`config.mk`:
```
export PLATFORM = sky130hd
export DESIGN_NAME = cve2_mem_arbiter
export DESIGN_NICKNAME = d
export VERILOG_FILES = /design/src/rtl/cve2_mem_arbiter_pkg.sv /design/src/rtl/cve2_arb_id_fifo.sv /design/src/rtl/cve2_mem_arbiter.sv
export SDC_FILE = /design/constraint.sdc
export NUM_CORES = 1
export LEC_CHECK = 0
export BUFFER_PORTS_ARGS = -buffer_cell sky130_fd_sc_hd__buf_2
export CORE_AREA = 2 2 108 110
export CTS_CLUSTER_DIAMETER = 50
export DETAILED_ROUTE_END_ITERATION = 10
export DIE_AREA = 0 0 110 112
export SLEW_MARGIN = 20
export SYNTH_ARGS = -nofsm -noshare
export SYNTH_HDL_FRONTEND = slang
export SYNTH_SLANG_ARGS = --single-unit
```
`constraint.sdc`:
```
create_clock -name clk_i -period 1.49 [get_ports clk_i]
set_input_delay 0.149 -clock clk_i [delete_from_list [all_inputs] [get_ports clk_i]]
set_output_delay 0.149 -clock clk_i [all_outputs]
set_load 0.03 [all_outputs]
```
`src/rtl/cve2_mem_arbiter_pkg.sv`:
```
// Shared types for the instruction/data memory port arbiter.
package cve2_mem_arbiter_pkg;

  typedef enum logic {
    MEM_SRC_INSTR = 1'b0,
    MEM_SRC_DATA  = 1'b1
  } mem_src_e;

  // Fetches always read a full word.
  localparam logic [3:0] InstrBe = 4'hF;

endpackage

```
`src/rtl/cve2_arb_id_fifo.sv`:
```
// Small FIFO of requester IDs for accepted-but-unanswered transactions.
module cve2_arb_id_fifo #(
  parameter int unsigned Depth = 2,
  parameter type         T     = logic
) (
  input  logic clk_i,
  input  logic rst_ni,
  input  logic push_i,
  input  T     data_i,
  input  logic pop_i,
  output T     head_o,
  output logic full_o,
  output logic empty_o
);

  localparam int unsigned PtrW = (Depth > 1) ? $clog2(Depth) : 1;
  localparam int unsigned CntW = $clog2(Depth + 1);
  localparam logic [PtrW-1:0] LastPtr = PtrW'(Depth - 1);

  T                mem_q [Depth];
  T                mem_d [Depth];
  logic [PtrW-1:0] wr_ptr_q, wr_ptr_d;
  logic [PtrW-1:0] rd_ptr_q, rd_ptr_d;
  logic [CntW-1:0] cnt_q, cnt_d;

  // Explicit wrap so non-power-of-2 depths work.
  function automatic logic [PtrW-1:0] ptr_inc(input logic [PtrW-1:0] p);
    return (p == LastPtr) ? '0 : p + PtrW'(1);
  endfunction

  assign full_o  = (cnt_q == CntW'(Depth));
  assign empty_o = (cnt_q == '0);
  assign head_o  = mem_q[rd_ptr_q];

  always_comb begin
    mem_d    = mem_q;
    wr_ptr_d = wr_ptr_q;
    rd_ptr_d = rd_ptr_q;
    cnt_d    = cnt_q;
    if (push_i) begin
      mem_d[wr_ptr_q] = data_i;
      wr_ptr_d        = ptr_inc(wr_ptr_q);
    end
    if (pop_i) begin
      rd_ptr_d = ptr_inc(rd_ptr_q);
    end
    unique case ({push_i, pop_i})
      2'b10:   cnt_d = cnt_q + CntW'(1);
      2'b01:   cnt_d = cnt_q - CntW'(1);
      default: cnt_d = cnt_q;
    endcase
  end

  always_ff @(posedge clk_i or negedge rst_ni) begin
    if (!rst_ni) begin
      mem_q    <= '{default: T'(0)};
      wr_ptr_q <= '0;
      rd_ptr_q <= '0;
      cnt_q    <= '0;
    end else begin
      mem_q    <= mem_d;
      wr_ptr_q <= wr_ptr_d;
      rd_ptr_q <= rd_ptr_d;
      cnt_q    <= cnt_d;
    end
  end

  push_not_full_a: assert property (@(posedge clk_i) disable iff (!rst_ni) push_i |-> !full_o);
  pop_not_empty_a: assert property (@(posedge clk_i) disable iff (!rst_ni) pop_i |-> !empty_o);

endmodule

```
`src/rtl/cve2_mem_arbiter.sv`:
```
// Shares one OBI memory port between instruction fetch and LSU. Data has priority;
// instr is forced through after StarveLimit consecutive losses.
module cve2_mem_arbiter
  import cve2_mem_arbiter_pkg::*;
#(
  parameter int unsigned MaxOutstanding = 2,
  parameter int unsigned StarveLimit    = 4
) (
  input  logic        clk_i,
  input  logic        rst_ni,
  input  logic        instr_req_i,
  input  logic [31:0] instr_addr_i,
  output logic        instr_gnt_o,
  output logic        instr_rvalid_o,
  output logic [31:0] instr_rdata_o,
  output logic        instr_err_o,
  input  logic        data_req_i,
  input  logic        data_we_i,
  input  logic [3:0]  data_be_i,
  input  logic [31:0] data_addr_i,
  input  logic [31:0] data_wdata_i,
  output logic        data_gnt_o,
  output logic        data_rvalid_o,
  output logic [31:0] data_rdata_o,
  output logic        data_err_o,
  output logic        mem_req_o,
  output logic        mem_we_o,
  output logic [3:0]  mem_be_o,
  output logic [31:0] mem_addr_o,
  output logic [31:0] mem_wdata_o,
  input  logic        mem_gnt_i,
  input  logic        mem_rvalid_i,
  input  logic [31:0] mem_rdata_i,
  input  logic        mem_err_i,
  output logic        busy_o
);

  localparam int unsigned StarveW = $clog2(StarveLimit + 1);
  localparam logic [StarveW-1:0] StarveMax = StarveW'(StarveLimit);

  mem_src_e           sel;
  mem_src_e           owner_q, owner_d;
  mem_src_e           fifo_head;
  logic               lock_q, lock_d;
  logic [StarveW-1:0] starve_q, starve_d;
  logic               fifo_full, fifo_empty, fifo_pop;
  logic               req, accept, gnt_instr;

  // A stalled request keeps its source until granted, regardless of priority.
  always_comb begin
    if (lock_q) begin
      sel = owner_q;
    end else if (data_req_i && !(instr_req_i && (starve_q == StarveMax))) begin
      sel = MEM_SRC_DATA;
    end else begin
      sel = MEM_SRC_INSTR;
    end
  end

  always_comb begin
    req       = ((sel == MEM_SRC_DATA) ? data_req_i : instr_req_i) & ~fifo_full;
    accept    = req & mem_gnt_i;
    gnt_instr = accept & (sel == MEM_SRC_INSTR);
    fifo_pop  = mem_rvalid_i & ~fifo_empty;
    lock_d    = req & ~mem_gnt_i;
    owner_d   = sel;
    starve_d  = starve_q;
    if (!instr_req_i || gnt_instr) begin
      starve_d = '0;
    end else if (starve_q != StarveMax) begin
      starve_d = starve_q + StarveW'(1);
    end
  end

  always_ff @(posedge clk_i or negedge rst_ni) begin
    if (!rst_ni) begin
      lock_q   <= 1'b0;
      owner_q  <= MEM_SRC_INSTR;
      starve_q <= '0;
    end else begin
      lock_q   <= lock_d;
      owner_q  <= owner_d;
      starve_q <= starve_d;
    end
  end

  cve2_arb_id_fifo #(
    .Depth(MaxOutstanding),
    .T    (mem_src_e)
  ) u_id_fifo (
    .clk_i  (clk_i),
    .rst_ni (rst_ni),
    .push_i (accept),
    .data_i (sel),
    .pop_i  (fifo_pop),
    .head_o (fifo_head),
    .full_o (fifo_full),
    .empty_o(fifo_empty)
  );

  // Outputs are forced low while reset is asserted.
  always_comb begin
    mem_req_o      = req;
    mem_we_o       = 1'b0;
    mem_be_o       = InstrBe;
    mem_addr_o     = instr_addr_i;
    mem_wdata_o    = '0;
    if (sel == MEM_SRC_DATA) begin
      mem_we_o    = data_we_i;
      mem_be_o    = data_be_i;
      mem_addr_o  = data_addr_i;
      mem_wdata_o = data_wdata_i;
    end
    instr_gnt_o    = gnt_instr;
    data_gnt_o     = accept & (sel == MEM_SRC_DATA);
    instr_rvalid_o = fifo_pop & (fifo_head == MEM_SRC_INSTR);
    data_rvalid_o  = fifo_pop & (fifo_head == MEM_SRC_DATA);
    instr_rdata_o  = mem_rdata_i;
    data_rdata_o   = mem_rdata_i;
    instr_err_o    = mem_err_i;
    data_err_o     = mem_err_i;
    busy_o         = ~fifo_empty | lock_q | instr_req_i | data_req_i;
    if (!rst_ni) begin
      mem_req_o      = 1'b0;
      mem_we_o       = 1'b0;
      mem_be_o       = '0;
      mem_addr_o     = '0;
      mem_wdata_o    = '0;
      instr_gnt_o    = 1'b0;
      data_gnt_o     = 1'b0;
      instr_rvalid_o = 1'b0;
      data_rvalid_o  = 1'b0;
      instr_rdata_o  = '0;
      data_rdata_o   = '0;
      instr_err_o    = 1'b0;
      data_err_o     = 1'b0;
      busy_o         = 1'b0;
    end
  end

  payload_stable_a: assert property (@(posedge clk_i) disable iff (!rst_ni)
    (mem_req_o && !mem_gnt_i) |=>
      (mem_req_o && $stable({mem_we_o, mem_be_o, mem_addr_o, mem_wdata_o})));

  rvalid_expected_a: assert property (@(posedge clk_i) disable iff (!rst_ni)
    mem_rvalid_i |-> !fifo_empty);

endmodule

```
# --- Word-level counts from Yosys, hierarchy flattened ---
# Cells that the tools add are included.
# W data, S select, Z words.
totals:
  ff_bits: 11
  latch_bits: 0
  ramBits: 0
  rom_bits: 0
  input_bits: 140
  output_inout_bits: 141
  wordCells: 78
  mem_count: 0
classes:
  addsub: 5
  multipliers: 0
  div: 0
  magnitude_cmp: 3
  n_eq_ne: 5
  shift: 0
  mux: 30
  bitwise_logic: 18
  n_reduce_logical: 9
ops:
  columns: ["operator", "n"]
  rows:
  - ["$mux W32", 5]
  - ["$mux W1", 18]
  - ["$and A1 B1 Y1", 8]
  - ["$mux W4", 2]
  - ["$mux W3", 2]
  - ["$not A1 Y1", 5]
  - ["$eq A2 B2 Y1 const B", 2]
  - ["$ge A2 B2 Y1 const B", 2]
  - ["$not A1 Y2", 2]
  - ["$pmux W2 S2", 1]
  - ["$reduce_bool A2 Y1", 2]
  - ["$add A3 B1 Y3 const B", 1]
  - ["$eq A3 B3 Y1 const B", 1]
  - ["$logic_and A1 B1 Y1", 3]
  - ["$ne A3 B3 Y1 const B", 1]
  - ["$or A1 B1 Y1", 3]
  - ["$add A1 B1 Y1 const B", 2]
  - ["$add A2 B1 Y2 const B", 1]
  - ["$bwmux W2", 1]
  - ["$eq A2 B1 Y1 const B", 1]
  - ["$logic_not A1 Y1", 2]
  - ["$logic_not A2 Y1", 1]
  - ["$lt A2 B1 Y1 const B", 1]
  - ["$sub A2 B1 Y2 const B", 1]
  - ["2 further kinds", 2]

# --- Depth between registers and ports, before layout ---
logic_depth:
  word_depth: 12
  ltp_mapped: 9
  mapped_depth_nobuf: 7

# --- Modules after synthesis ---
# A second synthesis with hierarchy kept.
unflattened:
  cells_unflattened: 281
  hier_area_um2: 1969.4
by_module_without_submodules:
  columns: ["mod", "instances", "cells_per_inst", "area_each_um2", "seq_area_each_um2"]
  rows:
  - ["cve2_mem_arbiter", 1, 260, 1701.6, 125.1]
  - ["cve2_arb_id_fifo", 1, 21, 267.8, 150.1]

# --- Worst setup path after synthesis ---
# OpenSTA, ideal clock, no wires.
synth_path:
  kind: "register to output"
  from: "register starve_q[0]"
  to: "output port mem_addr_o[10]"
  arrival_time_ns: 1.957
  required_ns: 1.341
  path_slack_ns: -0.616
  stages_incl_launch_ff: 8
  path_buffers: 2
  cell_sequence: "dfrtp_1 > inv_1 > ha_1 > and3_1 > o21a_1 > buf_6 > clkbuf_1 > o21ai_0"
synth_between:
  elab_chain_cells: 8
synth_rtl:
  columns: ["element", "line", "text"]
  rows:
  - ["from (decl)", "cve2_mem_arbiter.sv:45", "logic [StarveW-1:0] starve_q, starve_d;"]
  - ["from (signal assigned)", "cve2_mem_arbiter.sv:83", "starve_q <= starve_d;"]
  - ["$eq A3 B3 Y1", "cve2_mem_arbiter.sv:53", "end else if (data_req_i && !(instr_req_i && (starve_q == StarveMax))) begin"]
  - ["$logic_and A1 B1 Y1", "cve2_mem_arbiter.sv:53", null]
  - ["$logic_not A1 Y1", "cve2_mem_arbiter.sv:53", null]
  - ["$logic_and A1 B1 Y1", "cve2_mem_arbiter.sv:53", null]
  - ["$mux W1", "cve2_mem_arbiter.sv:53", null]
  - ["$mux W1", "cve2_mem_arbiter.sv:51", "if (lock_q) begin"]
  - ["$mux W32", "cve2_mem_arbiter.sv:108", "if (sel == MEM_SRC_DATA) begin"]
  - ["$mux W32", "cve2_mem_arbiter.sv:123", "if (!rst_ni) begin"]
  - ["to (decl)", "cve2_mem_arbiter.sv:29", "output logic [31:0] mem_addr_o,"]
# No other way between the ends.

# --- Final worst setup path ---
layout_path:
  from: "register starve_q[0]"
  to: "output port mem_wdata_o[18]"
layout_between:
  elab_chain_cells: 8
layout_rtl:
  columns: ["element", "line", "text"]
  rows:
  - ["$eq A3 B3 Y1", "cve2_mem_arbiter.sv:53", null]
  - ["$logic_and A1 B1 Y1", "cve2_mem_arbiter.sv:53", null]
  - ["$logic_not A1 Y1", "cve2_mem_arbiter.sv:53", null]
  - ["$logic_and A1 B1 Y1", "cve2_mem_arbiter.sv:53", null]
  - ["$mux W1", "cve2_mem_arbiter.sv:53", null]
  - ["$mux W1", "cve2_mem_arbiter.sv:51", null]
  - ["$mux W32", "cve2_mem_arbiter.sv:108", null]
  - ["$mux W32", "cve2_mem_arbiter.sv:123", null]
  - ["to (decl)", "cve2_mem_arbiter.sv:30", "output logic [31:0] mem_wdata_o,"]
# No other way between the ends.

==> summary.md <==
| Metric | Value |
|---|---|
| Violation count after the first detailed-routing iteration | `68` |
| Most frequent cells after synthesis | `nand2_1 (37), and3_1 (36), and2_1 (33), buf_4 (33), nand3_1 (32)` |
| Largest cells by area after synthesis | `dfrtp_1 (14%), buf_4 (13%), and3_1 (12%)` |
| Final count of hold timing violations | `0` |
| Synth top area share | `between 10 and 15%` |
| Routed via count | `3,132` |
| Most common cell in the netlist | `nand2_1` |
| Cell Rows | `39` |
| Chip width | `110 µm` |
| Failing checks | `setup timing` |
| YS warnings | `0` |
| Primary FF master, synth | `dfrtp_1` |
| RSZ-0062 raised after global routing | `true` |
| CTS root buf | `clkbuf_16` |
| Die area | `0.01232 mm²` |
| Clk_lat worst skew | `0.24 ns` |
| Synthesized net count | `between 400 and 500` |
| Clock slew at reported path FFs | `0.04 ns` |
| Final Worst Setup Slack | `-0.4744 ns` |
| Tot Pwr | `0.004471 W` |
| Post-DR vias/cell | `4.443` |
| Final net count | `about 700` |
| Layout area overhead | `155.3%` |
| # clock sinks | `11` |
| Register bit total from synthesis | `11` |
| Number of enable flip-flop cells after synthesis | `0` |
| Total GRT Usage | `~16%` |
| Worst Setup SP | `starve_q[0]` |
| Status | `complete, but fails checks` |
| Drt drc | `0` |
| Routability Congestion | `0.7349` |
| Async set-reset flop share out of synthesis | `100.0%` |
| Setup Crit Path Kind | `register to output pin` |
| R2R Path Start | `starve_q[0]` |
| Hold Crit Start | `mem_gnt_i` |
| Crit-path max cell delay | `0.37 ns` |
| CP Buf/Inv Count | `4` |
| Peak VDD IR | `0.0005669 V` |
| Max-cap violation count | `0` |
| Gr ovfl total | `0` |
| Data required time at the worst endpoint | `between 1 and 1.5 ns` |
| Post-synthesis cell area | `around 0.0019 mm²` |
| Clock Skew | `0.004005 ns` |
| Min cycle time layout | `1.964 ns` |
| Yosys cell types | `37` |
| Final ANT Viol Nets | `0` |
| CP max stage cell | `dfrtp_1` |
| PwrDens | `between 900 and 1000 mW/mm²` |
| Vias in the first global route | `~3,100` |
| Worst setup EP type | `output pin` |
| CTS Buf Count | `3` |
| Largest net degree at the start of global routing | `71` |
| Leakage power | `2.483 nW` |
| Initial core utilization | `17.11%` |
| Die Ht | `112 µm` |
| Final Slew Violations | `0` |
| Global-route wire length before repair | `15,550 µm` |
| Drt wl/cell | `~16 µm` |
| Final wirelength | `11,060 µm` |
| Worst rel slew slack | `78.27%` |
| CTS H-tree lvls | `1` |
| Cell accounting for the most synthesized area | `dfrtp_1` |
| Core area | `0.01117 mm²` |
| Post-layout util | `~44%` |
| CTS tree | `done` |
| Data arrival, critical path | `about 1.8 ns` |
| Hold WC Path Type | `primary input to register` |
| # setup viols final | `~80` |
| CP Max Fanout | `9` |
| Peak Freq | `509.1 MHz` |
| Cells after synthesis | `288` |
| Startpoint types | `register` |
| Register area share after synthesis | `14.40%` |
| Critical-path cell list | `inv_1 > ha_2 > and3_4 > o21a_4 > inv_8 > buf_16 > and3_2 > buf_6` |
| Port bufs | `280` |
| Final period util | `131.8%` |
| CTS Buffer Depth | `2` |
| Worst-Margin Slew | `0.3219 ns` |
| Setup_tns | `-32.46 ns` |
| CP delay by family, top | `buffers and inverters` |
| Pre-antenna DRT Iters | `4` |
| HPWL after DPL | `between 8000 and 9000 µm` |
| Synthesized area per cell | `6.638 µm²` |
| Initial antenna violation count | `3` |
| Layout cells sized above 1 | `75.18%` |
| I/O Pins | `approximately 280` |
[path summary, 6_finish.rpt]
kind,endpoint,slack [ns],depth (start not counted)
hold / removal,lock_q,0.13,2
setup / recovery,mem_wdata_o[18],-0.47,8
hold reg to reg,u_id_fifo.wr_ptr_q,0.50,1
max in group asynchronous,u_id_fifo.rd_ptr_q,0.66,3
setup reg to reg,u_id_fifo.mem_q[0],-0.42,9
min in group asynchronous,u_id_fifo.wr_ptr_q,0.58,3
[power breakdown]
group          internal [W]  switching (W)  total, W
logic               0.00169        0.00180   0.00349
clock network      0.000359       0.000129  0.000487
registers          0.000408      0.0000847  0.000493
[per-layer routing]
layer	up-vias	routed length (µm)	GRT usage (%)
met5	-	12	0
met1	1465	3727	15.93
met2	151	6170	32.60
li1	1500	-	-
met4	2	176	4.135
met3	14	967	3.630
[sequential cells by signal, indices dropped and copies added, names as in the netlist]
register            flops
u_id_fifo.cnt_q         2
lock_q                  1
starve_q                3
u_id_fifo.rd_ptr_q      1
u_id_fifo.mem_q         2
owner_q                 1
u_id_fifo.wr_ptr_q      1
[area by class of cell]
type / instances / area, µm²
Inverter: 3 / 18.77
Timing Repair Buffer: 327 / 2466
Multi-Input combinational cell: 215 / 1858
Antenna cell: 2 / 5.005
Fill cell: 1105 / 6294
Clock buffer: 4 / 78.83
Tap cell: 143 / 178.9
Sequential cell: 11 / 275.3
[layout by cell type (no fill, tap or decap), drive strengths merged, types with 2 or more instances in the layout]
cell,n
o21a,7
xor2,2
and2,33
nor2,6
dlygate4sd3,2
nor3,3
nand2,37
and3,36
diode,2
nand3,33
ha,2
mux2,2
xnor2,3
a21oi,2
clkbuf,6
o21ai,34
buf,322
dfrtp,11
inv,3
nand2b,3
nor3b,2
[kinds of logic after synthesis]
kind of cell	Yosys count	share of synthesized area, %
adder cells (fa/ha/maj)	2	1.309
buffers and inverters	63	21.53
AND/OR/NAND/NOR	159	45.22
multiplexers	3	1.702
flip-flops	11	14.40
AO/OA/AOI/OAI	45	13.55
XOR/XNOR	5	2.291
[through the flow]
stage | hold slack [ns] | cell area (µm²) | worst slack (ns) | instances
6_report | 0.1342 | 4881 | -0.4744 | 705
5_1_grt | 0.1422 | 4878 | -0.5408 | 704
4_1_cts | 0.1318 | 4682 | -0.4803 | 696
3_5_place_dp | 0.1406 | 3861 | -0.3176 | 678
3_3_place_gp | 0.1429 | 3861 | -0.2895 | 678
2_1_floorplan | -0.1466 | 2429 | -0.2749 | 288
[repair_timing]
item,CTS,global route
gates cloned,7,2
resized for setup,155,34
hold buffers,2,0
setup buffers,6,6
hold endpoints to repair,11,0
pin swaps,9,10
endpoints found under the setup margin,80,82
Note: power is estimated with default switching activity, not from simulation.
